`config.mk`:
```
export PLATFORM = sky130hd
export DESIGN_NAME = card_grid_renderer_flat
export DESIGN_NICKNAME = d
export VERILOG_FILES = /design/src/rtl/card_vga_pkg.sv /design/src/rtl/card_grid_renderer_if.sv /design/src/rtl/vga_timing_gen.sv /design/src/rtl/card_grid_renderer.sv /design/src/flat_wrapper.sv
export SDC_FILE = /design/constraint.sdc
export NUM_CORES = 1
export LEC_CHECK = 0
export CAP_MARGIN = 20
export CORE_MARGIN = 8
export CORE_UTILIZATION = 54
export DETAILED_ROUTE_END_ITERATION = 12
export PLACE_DENSITY = 0.81
export SYNTH_ARGS = -nofsm -noshare
export SYNTH_HDL_FRONTEND = slang
export SYNTH_SLANG_ARGS = --single-unit
```
`constraint.sdc`:
```
create_clock -name clk -period 3.52 [get_ports clk]
set_clock_uncertainty 0.15 [all_clocks]
set_input_delay 0.704 -clock clk [delete_from_list [all_inputs] [get_ports clk]]
set_output_delay 0.704 -clock clk [all_outputs]
set_load 0.01 [all_outputs]
```
`src/rtl/card_vga_pkg.sv`:
```
// Shared timing defaults, colour type and palette for the card-grid VGA renderer.
package card_vga_pkg;

   localparam int H_ACTIVE = 640;
   localparam int H_FP     = 16;
   localparam int H_SYNC   = 96;
   localparam int H_BP     = 48;
   localparam int V_ACTIVE = 480;
   localparam int V_FP     = 10;
   localparam int V_SYNC   = 2;
   localparam int V_BP     = 33;
   localparam int CELL_W   = 160;
   localparam int CELL_H   = 120;
   localparam int BORDER   = 4;

   typedef struct packed {
      logic [7:0] r;
      logic [7:0] g;
      logic [7:0] b;
   } rgb_t;

   localparam rgb_t BLACK         = 24'h000000;
   localparam rgb_t BORDER_GRAY   = 24'h404040;
   localparam rgb_t CURSOR_YELLOW = 24'hFFFF00;
   localparam rgb_t BACK_BLUE     = 24'h0000C0;

   localparam rgb_t PALETTE [8] = '{
      24'hFF0000, 24'h00FF00, 24'h00FFFF, 24'hFF00FF,
      24'hFF8000, 24'hFFFFFF, 24'h8000FF, 24'hFF80C0
   };

endpackage

```
`src/rtl/card_grid_renderer_if.sv`:
```
// Video output bundle: syncs, blank, RGB and the per-frame snapshot strobe.
interface card_grid_renderer_if;

   logic       hsync;
   logic       vsync;
   logic       blank_n;
   logic [7:0] red;
   logic [7:0] green;
   logic [7:0] blue;
   logic       frame_start;

   modport master (output hsync, vsync, blank_n, red, green, blue, frame_start);
   modport slave  (input  hsync, vsync, blank_n, red, green, blue, frame_start);

endinterface

```
`src/rtl/vga_timing_gen.sv`:
```
// Free-running h/v pixel counters with raw syncs, visible flag and a registered end-of-frame strobe.
module vga_timing_gen #(
   parameter int H_ACTIVE = card_vga_pkg::H_ACTIVE,
   parameter int H_FP     = card_vga_pkg::H_FP,
   parameter int H_SYNC   = card_vga_pkg::H_SYNC,
   parameter int H_BP     = card_vga_pkg::H_BP,
   parameter int V_ACTIVE = card_vga_pkg::V_ACTIVE,
   parameter int V_FP     = card_vga_pkg::V_FP,
   parameter int V_SYNC   = card_vga_pkg::V_SYNC,
   parameter int V_BP     = card_vga_pkg::V_BP
) (
   input  logic       clk,
   input  logic       rst_n,
   output logic [9:0] h,
   output logic [9:0] v,
   output logic       visible,
   output logic       hsync_raw,
   output logic       vsync_raw,
   output logic       frame_end
);

   localparam int H_TOTAL = H_ACTIVE + H_FP + H_SYNC + H_BP;
   localparam int V_TOTAL = V_ACTIVE + V_FP + V_SYNC + V_BP;

   localparam logic [9:0] H_LAST = 10'(H_TOTAL - 1);
   localparam logic [9:0] H_PRE  = 10'(H_TOTAL - 2);
   localparam logic [9:0] V_LAST = 10'(V_TOTAL - 1);
   localparam logic [9:0] H_VIS  = 10'(H_ACTIVE);
   localparam logic [9:0] V_VIS  = 10'(V_ACTIVE);
   localparam logic [9:0] HS_BEG = 10'(H_ACTIVE + H_FP);
   localparam logic [9:0] HS_END = 10'(H_ACTIVE + H_FP + H_SYNC - 1);
   localparam logic [9:0] VS_BEG = 10'(V_ACTIVE + V_FP);
   localparam logic [9:0] VS_END = 10'(V_ACTIVE + V_FP + V_SYNC - 1);

   // frame_end is set one step early so it is high exactly while the counters hold the last pixel
   always_ff @(posedge clk or negedge rst_n) begin
      if (!rst_n) begin
         h         <= '0;
         v         <= '0;
         frame_end <= 1'b0;
      end else begin
         frame_end <= (h == H_PRE) && (v == V_LAST);
         if (h == H_LAST) begin
            h <= '0;
            v <= (v == V_LAST) ? '0 : v + 10'd1;
         end else begin
            h <= h + 10'd1;
         end
      end
   end

   assign visible   = (h < H_VIS) && (v < V_VIS);
   assign hsync_raw = !((h >= HS_BEG) && (h <= HS_END));
   assign vsync_raw = !((v >= VS_BEG) && (v <= VS_END));

endmodule

```
`src/rtl/card_grid_renderer.sv`:
```
// Renders a 4x4 card board as VGA video from per-frame shadow copies of the game state.
module card_grid_renderer #(
   parameter int H_ACTIVE = card_vga_pkg::H_ACTIVE,
   parameter int H_FP     = card_vga_pkg::H_FP,
   parameter int H_SYNC   = card_vga_pkg::H_SYNC,
   parameter int H_BP     = card_vga_pkg::H_BP,
   parameter int V_ACTIVE = card_vga_pkg::V_ACTIVE,
   parameter int V_FP     = card_vga_pkg::V_FP,
   parameter int V_SYNC   = card_vga_pkg::V_SYNC,
   parameter int V_BP     = card_vga_pkg::V_BP,
   parameter int CELL_W   = card_vga_pkg::CELL_W,
   parameter int CELL_H   = card_vga_pkg::CELL_H,
   parameter int BORDER   = card_vga_pkg::BORDER
) (
   input  logic                        clk,
   input  logic                        rst_n,
   input  logic [15:0]                 card_up,
   input  logic [47:0]                 card_id,
   input  logic [1:0]                  cursor_row,
   input  logic [1:0]                  cursor_col,
   card_grid_renderer_if.master        vid
);
   import card_vga_pkg::*;

   localparam logic [9:0] X1 = 10'(CELL_W);
   localparam logic [9:0] X2 = 10'(2 * CELL_W);
   localparam logic [9:0] X3 = 10'(3 * CELL_W);
   localparam logic [9:0] Y1 = 10'(CELL_H);
   localparam logic [9:0] Y2 = 10'(2 * CELL_H);
   localparam logic [9:0] Y3 = 10'(3 * CELL_H);
   localparam logic [9:0] B     = 10'(BORDER);
   localparam logic [9:0] HX_IN = 10'(CELL_W - BORDER);
   localparam logic [9:0] VY_IN = 10'(CELL_H - BORDER);

   function automatic rgb_t pixel_colour(input logic vld, input logic border, input logic cursor_hit,
                                         input logic face_up, input logic [2:0] val);
      if (!vld)                     return BLACK;
      else if (border && cursor_hit) return CURSOR_YELLOW;
      else if (border)              return BORDER_GRAY;
      else if (!face_up)            return BACK_BLUE;
      else                          return PALETTE[val];
   endfunction

   logic [9:0]  h, v, hx, vy;
   logic        visible, hsync_raw, vsync_raw, frame_end;
   logic [1:0]  col_c, row_c;
   logic        border_c;
   logic [15:0] up_sh;
   logic [47:0] id_sh;
   logic [1:0]  crow_sh, ccol_sh;
   logic [1:0]  col_p1, row_p1;
   logic        border_p1, vld_p1, hs_p1, vs_p1;
   logic [3:0]  k;
   logic [5:0]  id_base;
   rgb_t        colour_c;

   vga_timing_gen #(
      .H_ACTIVE(H_ACTIVE), .H_FP(H_FP), .H_SYNC(H_SYNC), .H_BP(H_BP),
      .V_ACTIVE(V_ACTIVE), .V_FP(V_FP), .V_SYNC(V_SYNC), .V_BP(V_BP)
   ) u_timing (
      .clk(clk), .rst_n(rst_n), .h(h), .v(v), .visible(visible),
      .hsync_raw(hsync_raw), .vsync_raw(vsync_raw), .frame_end(frame_end)
   );

   // Snapshot on the last pixel of the frame so the whole next frame renders one consistent state
   always_ff @(posedge clk or negedge rst_n) begin
      if (!rst_n) begin
         up_sh   <= '0;
         id_sh   <= '0;
         crow_sh <= '0;
         ccol_sh <= '0;
      end else if (frame_end) begin
         up_sh   <= card_up;
         id_sh   <= card_id;
         crow_sh <= cursor_row;
         ccol_sh <= cursor_col;
      end
   end

   always_comb begin
      col_c = 2'd0;
      hx    = h;
      if      (h >= X3) begin col_c = 2'd3; hx = h - X3; end
      else if (h >= X2) begin col_c = 2'd2; hx = h - X2; end
      else if (h >= X1) begin col_c = 2'd1; hx = h - X1; end
      row_c = 2'd0;
      vy    = v;
      if      (v >= Y3) begin row_c = 2'd3; vy = v - Y3; end
      else if (v >= Y2) begin row_c = 2'd2; vy = v - Y2; end
      else if (v >= Y1) begin row_c = 2'd1; vy = v - Y1; end
      border_c = (hx < B) || (hx >= HX_IN) || (vy < B) || (vy >= VY_IN);
   end

   // Stage 1: cell position, border, visible and raw syncs
   always_ff @(posedge clk or negedge rst_n) begin
      if (!rst_n) begin
         col_p1    <= '0;
         row_p1    <= '0;
         border_p1 <= 1'b0;
         vld_p1    <= 1'b0;
         hs_p1     <= 1'b1;
         vs_p1     <= 1'b1;
      end else begin
         col_p1    <= col_c;
         row_p1    <= row_c;
         border_p1 <= border_c;
         vld_p1    <= visible;
         hs_p1     <= hsync_raw;
         vs_p1     <= vsync_raw;
      end
   end

   assign k       = {row_p1, col_p1};
   assign id_base = 6'(k) * 6'd3;

   always_comb begin
      colour_c = pixel_colour(vld_p1, border_p1, (row_p1 == crow_sh) && (col_p1 == ccol_sh),
                              up_sh[k], id_sh[id_base +: 3]);
   end

   // Stage 2: registered video outputs
   always_ff @(posedge clk or negedge rst_n) begin
      if (!rst_n) begin
         vid.red     <= '0;
         vid.green   <= '0;
         vid.blue    <= '0;
         vid.blank_n <= 1'b0;
         vid.hsync   <= 1'b1;
         vid.vsync   <= 1'b1;
      end else begin
         vid.red     <= colour_c.r;
         vid.green   <= colour_c.g;
         vid.blue    <= colour_c.b;
         vid.blank_n <= vld_p1;
         vid.hsync   <= hs_p1;
         vid.vsync   <= vs_p1;
      end
   end

   assign vid.frame_start = frame_end;

endmodule

```
`src/flat_wrapper.sv`:
```
// flat-port wrapper written by rule: the top's interface ports become plain ports
module card_grid_renderer_flat import card_vga_pkg::*;
#(
   parameter int H_ACTIVE = card_vga_pkg::H_ACTIVE,
   parameter int H_FP     = card_vga_pkg::H_FP,
   parameter int H_SYNC   = card_vga_pkg::H_SYNC,
   parameter int H_BP     = card_vga_pkg::H_BP,
   parameter int V_ACTIVE = card_vga_pkg::V_ACTIVE,
   parameter int V_FP     = card_vga_pkg::V_FP,
   parameter int V_SYNC   = card_vga_pkg::V_SYNC,
   parameter int V_BP     = card_vga_pkg::V_BP,
   parameter int CELL_W   = card_vga_pkg::CELL_W,
   parameter int CELL_H   = card_vga_pkg::CELL_H,
   parameter int BORDER   = card_vga_pkg::BORDER
)
  (clk, rst_n, card_up, card_id, cursor_row, cursor_col, vid_hsync, vid_vsync, vid_blank_n, vid_red, vid_green, vid_blue, vid_frame_start);
  card_grid_renderer_if vid_i ();
  input  logic clk;
  input  logic rst_n;
  input  logic [15:0] card_up;
  input  logic [47:0] card_id;
  input  logic [1:0] cursor_row;
  input  logic [1:0] cursor_col;
  output wire logic [$bits(vid_i.hsync)-1:0] vid_hsync;
  output wire logic [$bits(vid_i.vsync)-1:0] vid_vsync;
  output wire logic [$bits(vid_i.blank_n)-1:0] vid_blank_n;
  output wire logic [$bits(vid_i.red)-1:0] vid_red;
  output wire logic [$bits(vid_i.green)-1:0] vid_green;
  output wire logic [$bits(vid_i.blue)-1:0] vid_blue;
  output wire logic [$bits(vid_i.frame_start)-1:0] vid_frame_start;
  assign vid_hsync = vid_i.hsync;
  assign vid_vsync = vid_i.vsync;
  assign vid_blank_n = vid_i.blank_n;
  assign vid_red = vid_i.red;
  assign vid_green = vid_i.green;
  assign vid_blue = vid_i.blue;
  assign vid_frame_start = vid_i.frame_start;
  card_grid_renderer #(.H_ACTIVE(H_ACTIVE), .H_FP(H_FP), .H_SYNC(H_SYNC), .H_BP(H_BP), .V_ACTIVE(V_ACTIVE), .V_FP(V_FP), .V_SYNC(V_SYNC), .V_BP(V_BP), .CELL_W(CELL_W), .CELL_H(CELL_H), .BORDER(BORDER)) u_core (.clk(clk), .rst_n(rst_n), .card_up(card_up), .card_id(card_id), .cursor_row(cursor_row), .cursor_col(cursor_col), .vid(vid_i));
endmodule
```
# Word-level counts from Yosys, hierarchy flattened
# Memories as Yosys holds them, arrays and structs flattened.
# Cells that the tools add are included.
[word_totals]
reg_bits = 124
rom_bits = 192
input_bits = 70
word_cells = 87
mem_count = 1
[classes]
n_addsub = 8
mul = 1
n_lt_le_gt_ge = 18
eq_ne = 5
n_shift = 1
muxes = 22
bitwise = 1
reduce_logical = 11
[mem_list]
columns = ["memory", "depth", "width", "read_ports", "rd_ports_with_merged_regs", "wr", "line", "text"]
rows = [
  ["(no name shown)", 8, 24, 1, 0, 0, "card_grid_renderer.sv:41", "else return PALETTE[val];"],
]
[op_table]
columns = ["cell", "n"]
rows = [
  ["$mux W24", 6],
  ["$mux W10", 8],
  ["$shiftx A48 B7 Y3", 1],
  ["$ge A10 B9 Y1 const B", 4],
  ["$eq A10 B10 Y1 const B", 3],
  ["$ge A10 B8 Y1 const B", 3],
  ["$sub A10 B9 Y10 const B", 3],
  ["$add A10 B1 Y10 const B", 2],
  ["$ge A10 B7 Y1 const B", 2],
  ["$lt A10 B3 Y1 const B", 2],
  ["$sub A10 B8 Y10 const B", 2],
  ["$ge A10 B10 Y1 const B", 1],
  ["$le A10 B10 Y1 const B", 1],
  ["$le A10 B9 Y1 const B", 1],
  ["$lt A10 B10 Y1 const B", 1],
  ["$lt A10 B9 Y1 const B", 1],
  ["$sub A10 B7 Y10 const B", 1],
  ["$mux W2", 4],
  ["$logic_and A1 B1 Y1", 6],
  ["$mul A4 B2 Y6 const B", 1],
  ["$lt A4 B5 Y1 const B", 1],
  ["$bmux W1 S4", 1],
  ["$eq A2 B2 Y1", 2],
  ["$ge A4 B4 Y1 const B", 1],
  ["4 further kinds", 9],
]

# Logic depth before layout (Yosys ltp)
[depth]
ltp_word = 10
mapped_depth = 11
ltp_nobuf = 10

# By module
# Synthesis repeated with hierarchy kept, for this count alone.
[hier_totals]
hier_cells = 510
hier_area_um2 = 6087.1
[modules_own_cells]
columns = ["module", "n_inst", "cells_each", "area_per_inst_um2"]
rows = [
  ["card_grid_renderer", 1, 395, 4918.5],
  ["vga_timing_gen", 1, 115, 1168.6],
]

# Worst setup path before layout
# No wires, ideal clock.
[synth_timing]
path_type = "register -> register"
startpoint = "register u_core.col_p1[0]"
endpoint = "register u_core.vid.red[5]"
setup_time_ps = 73
arrival_ps = 2616
t_required_ps = 3297
slack_ps = 681
path_stages_with_launch = 12
path_cell_list = "dfrtp_1 > buf_2 > buf_2 > mux4_2 > mux4_2 > inv_1 > ha_1 > inv_1 > o21ai_0 > a21oi_1 > nor2_1 > nor2_1"
[synth_via]
elab_chain_len = 10
[synth_lines]
columns = ["item", "line", "text"]
rows = [
  ["from (decl)", "card_grid_renderer.sv:51", "logic [1:0] col_p1, row_p1;"],
  ["from (signal assigned)", "card_grid_renderer.sv:104", "col_p1 <= col_c;"],
  ["$mul A4 B2 Y6", "card_grid_renderer.sv:114", "assign id_base = 6'(k) * 6'd3;"],
  ["$shiftx A48 B7 Y3", "card_grid_renderer.sv:118", "up_sh[k], id_sh[id_base +: 3]);"],
  ["$not A3 Y4 (implied by the code)", "card_grid_renderer.sv:41", ""],
  ["$mem_v2 Z8 W24", "-", ""],
  ["$mux W24 (implied by the code) (2 in a row)", "card_grid_renderer.sv:41", ""],
  ["$mux W24", "card_grid_renderer.sv:40", "else if (!face_up) return BACK_BLUE;"],
  ["$mux W24", "card_grid_renderer.sv:39", "else if (border) return BORDER_GRAY;"],
  ["$mux W24 (*)", "card_grid_renderer.sv:38", "else if (border && cursor_hit) return CURSOR_YELLOW;"],
  ["$mux W24 (*)", "card_grid_renderer.sv:37", "if (!vld) return BLACK;"],
  ["to (signal assigned)", "card_grid_renderer.sv:131", "vid.red <= colour_c.r;"],
  ["to (decl)", "card_grid_renderer_if.sv:12", "modport master (output hsync, vsync, blank_n, red, green, blue, frame_start);"],
]
# Every way passes the cells marked *; elsewhere a longest branch is shown, timed or not. The select of a mux whose other input is x is not followed.
# A chain may end at the register's enable or synchronous reset.

# Final worst setup path
[layout_timing]
startpoint = "register u_core.col_p1[1]"
endpoint = "register u_core.vid.red[5]"
# The elaborated chain is that of the path after synthesis.

==> impl_metrics.toml <==
[pwr]
switchingPower_mw = 0.466
p_leak_nw = 3.12
power_density_mw_per_mm2 = 294
p_int_mw = 1.62
switching_share = 0.224
power.share.clock = 0.348
p_seq_frac = 0.600
combPwrFrac = 0.052
peakVddDrop_v = 0.000185

[final_layout]
drive_gt1_frac = 0.218
antenna_cells = 0
fin_area_sq_mm = 0.00708
finalNonFillerCells = 732
fin_util = 0.659
area_delta_synth_final_pct = 19.7
nets = 679

[placed_design]
hpwl_um = 10000
portBuffers = 97
placedInstanceArea_sq_mm = 0.00689
place.gp.congestion = 0.926
dp.cells = 716

[drt]
remaining_drc_errors = 0
drtIter0Drc = 414
viasPerCell = 5.84
dr.pass1.iters = 4
wl_per_cell_um = 18.7
wl_um = 13700
postRouteAntennaNets = 0
via_count = 4276

[yosys]
async_flop_share = 1.00
synth.distinct_cells = 58
synth_edf_count = 0
mappedNetlistArea_sq_mm = 0.00591
synth_warnings = 0
seq_area_frac_synth = 0.462
ys_top_cells_by_area = "dfrtp_1 44%, mux2_2 13%, mux4_2 7.6%"
synth_ff_type = "dfrtp_1"
ys_ff_latch = 109
synth_top_area_cell = "dfrtp_1"
synth_fp_nets = 609
netlist.area_leader.share = 0.444
syn_inst = 517
postSynthAreaPerCell_sq_um = 11.4

[die]
io_pins = 98
row_count = 38
start_util = 0.550
die_h_um = 121
dieArea_sq_mm = 0.0146
core_area_sq_mm = 0.0107
die_x_um = 121

[clock_network]
clock_latency_ns = 0.38
cts_tree = "built"
root_buffer = "clkbuf_8"
cts.clk_slew.worst_paths_ns = 0.11
ctsResizeCount = 0
cts_buffers = 9
htreeDepth = 3
clockBufferDepth = 2
post_cts_buffers = 0
clkSinkCount = 109
hold_buffers = 0

[critical_path]
end_kind = "register"
cp_data_arrival_time_ns = 3.02
crit_type = "reg -> reg"
critPathMaxFanout = 9
worstSetupStartpointType = "register"
crit_required_ns = 3.67

[sta]
rsz0062_at_grt = "false"
slew_headroom = 0.435
slew_violations = 0
worst_pin_slew_ns = 0.848
setup-violations-final = 0
max_clock_freq_mhz = 348
setup_tns_ns = 0
hold_viol = 0
post-route-period-util = 0.816
fin_crit_ns = 2.87

[global_routing]
grt_max_degree = 69
antenna_found_initial = 0
grt.total_usage = 0.193
grt_overflow = 0
grt_pass1_vias = 4305
grt_pass1_wl_um = 22400

[run]
drv_cap = 0

[outcome]
run_status = "finished clean"

[min_path]
min-delay-path-class = "in -> async"
-- flip-flops by register name, summed over array words and instances, names as in the netlist, 2 cells and up --
register,flops
u_core.vid.green,3
u_core.crow_sh,2
u_core.ccol_sh,2
u_core.vid.red,3
u_core.u_timing.v,10
u_core.col_p1,2
u_core.id_sh,48
u_core.up_sh,16
u_core.u_timing.h,10
u_core.row_p1,2
u_core.vid.blue,3
-- through the flow --
stage / setup slack, ns / hold slack (ns) / total power, mW
2_1_floorplan: 0.681 / 0.195 / 1.28
3_3_place_gp: 0.869 / 0.197 / 1.38
3_5_place_dp: 0.721 / 0.197 / 1.38
4_1_cts: 0.681 / 0.186 / 2.11
5_1_grt: 0.560 / 0.212 / 2.16
6_report: 0.647 / 0.182 / 2.08
-- worst paths after layout --
path,startpoint,endpoint,slack [ns],depth (start not counted)
max,u_core.col_p1[1],u_core.vid.red[5],0.65,10
min,rst_n,u_core.id_sh[20],0.18,1
max reg2reg,u_core.col_p1[1],u_core.vid.red[5],0.65,10
min reg2reg,u_core.vs_p1,u_core.vid.vsync,0.21,0
max in group asynchronous,rst_n,u_core.vid.green[7],2.31,2
min in group clk,u_core.vs_p1,u_core.vid.vsync,0.21,0
-- logic make-up after synthesis --
logic type,synth area share
xor+xnor,0.0222
mux,0.211
buf+inv,0.0533
flops,0.462
fa+ha+maj,0.0466
simple gates,0.106
compound gates,0.0990
-- power by group through the flow --
stage	Clock, mW	Sequential, mW	Combinational, mW
2_1_floorplan	0	1.28	0.000638
3_3_place_gp	0	1.28	0.108
3_5_place_dp	0	1.28	0.109
4_1_cts	0.744	1.25	0.110
5_1_grt	0.790	1.25	0.117
6_report	0.725	1.25	0.107
-- cell usage after synthesis (4+ instances only) --
library cell / n
dfrtp_1: 105
mux2_2: 69
nor2_1: 38
nand2_1: 31
a21oi_1: 22
ha_1: 22
o21ai_0: 21
clkbuf_1: 20
mux4_2: 20
inv_1: 19
buf_4: 15
nand3_1: 15
nor3_1: 9
buf_1: 8
nand2b_1: 8
xnor2_1: 8
xor2_1: 7
o31ai_1: 6
and2_1: 4
and3_1: 4
dfstp_2: 4
-- placed cells by master, fill, tap and decap left out, types with 2 or more instances in the layout --
master	n
xnor2_1	8
a21oi_1	22
clkinv_2	2
xor2_1	7
a221oi_1	2
o41ai_1	3
nor2_1	38
mux2_2	69
a31oi_1	3
mux2i_1	2
a21o_1	3
o22ai_1	2
nand3b_1	2
mux4_2	20
a311oi_2	2
buf_4	9
o21ai_2	2
ha_1	22
o31ai_1	6
a32oi_1	2
dfrtp_1	104
nand2_1	31
nor4_1	3
and3_1	4
a311oi_1	2
nand3_1	15
clkbuf_8	11
dfstp_2	4
o21ai_1	3
and2_1	4
nand4b_1	2
clkdlybuf4s50_1	96
inv_1	19
nand4_1	3
nor3_1	9
nand2b_1	8
clkinv_4	2
o21ai_0	21
o211ai_1	3
-- per-layer routing --
layer | wire [um] | GRT usage | part of all wire
met1 | 5870 | 0.248 | 0.43
met4 | 185 | 0.0718 | 0.014
met2 | 6680 | 0.314 | 0.49
met3 | 927 | 0.0410 | 0.068
met5 | 0 | 0 | 0
-- worst max-delay path, cell delays in order (launching register included) --
cell and delay [ns]:
dfrtp_1 0.61, buf_4 0.28, mux4_2 0.33, mux4_2 0.50, inv_1 0.12, ha_1 0.25, inv_1 0.10, o21ai_0 0.12
a21oi_1 0.14, nor2_1 0.07, nor2_1 0.13
-- layout make-up --
cell class              instances  area (sq um)
clock inverters                 5          35.0
well taps                     140           175
fillers                       821          3660
repair buffers                106          1050
inverters                      19          71.3
clock buffers                  11           151
flip-flops and latches        109          2730
multi-input cells             342          2870
(Power assumes the default switching activity.)
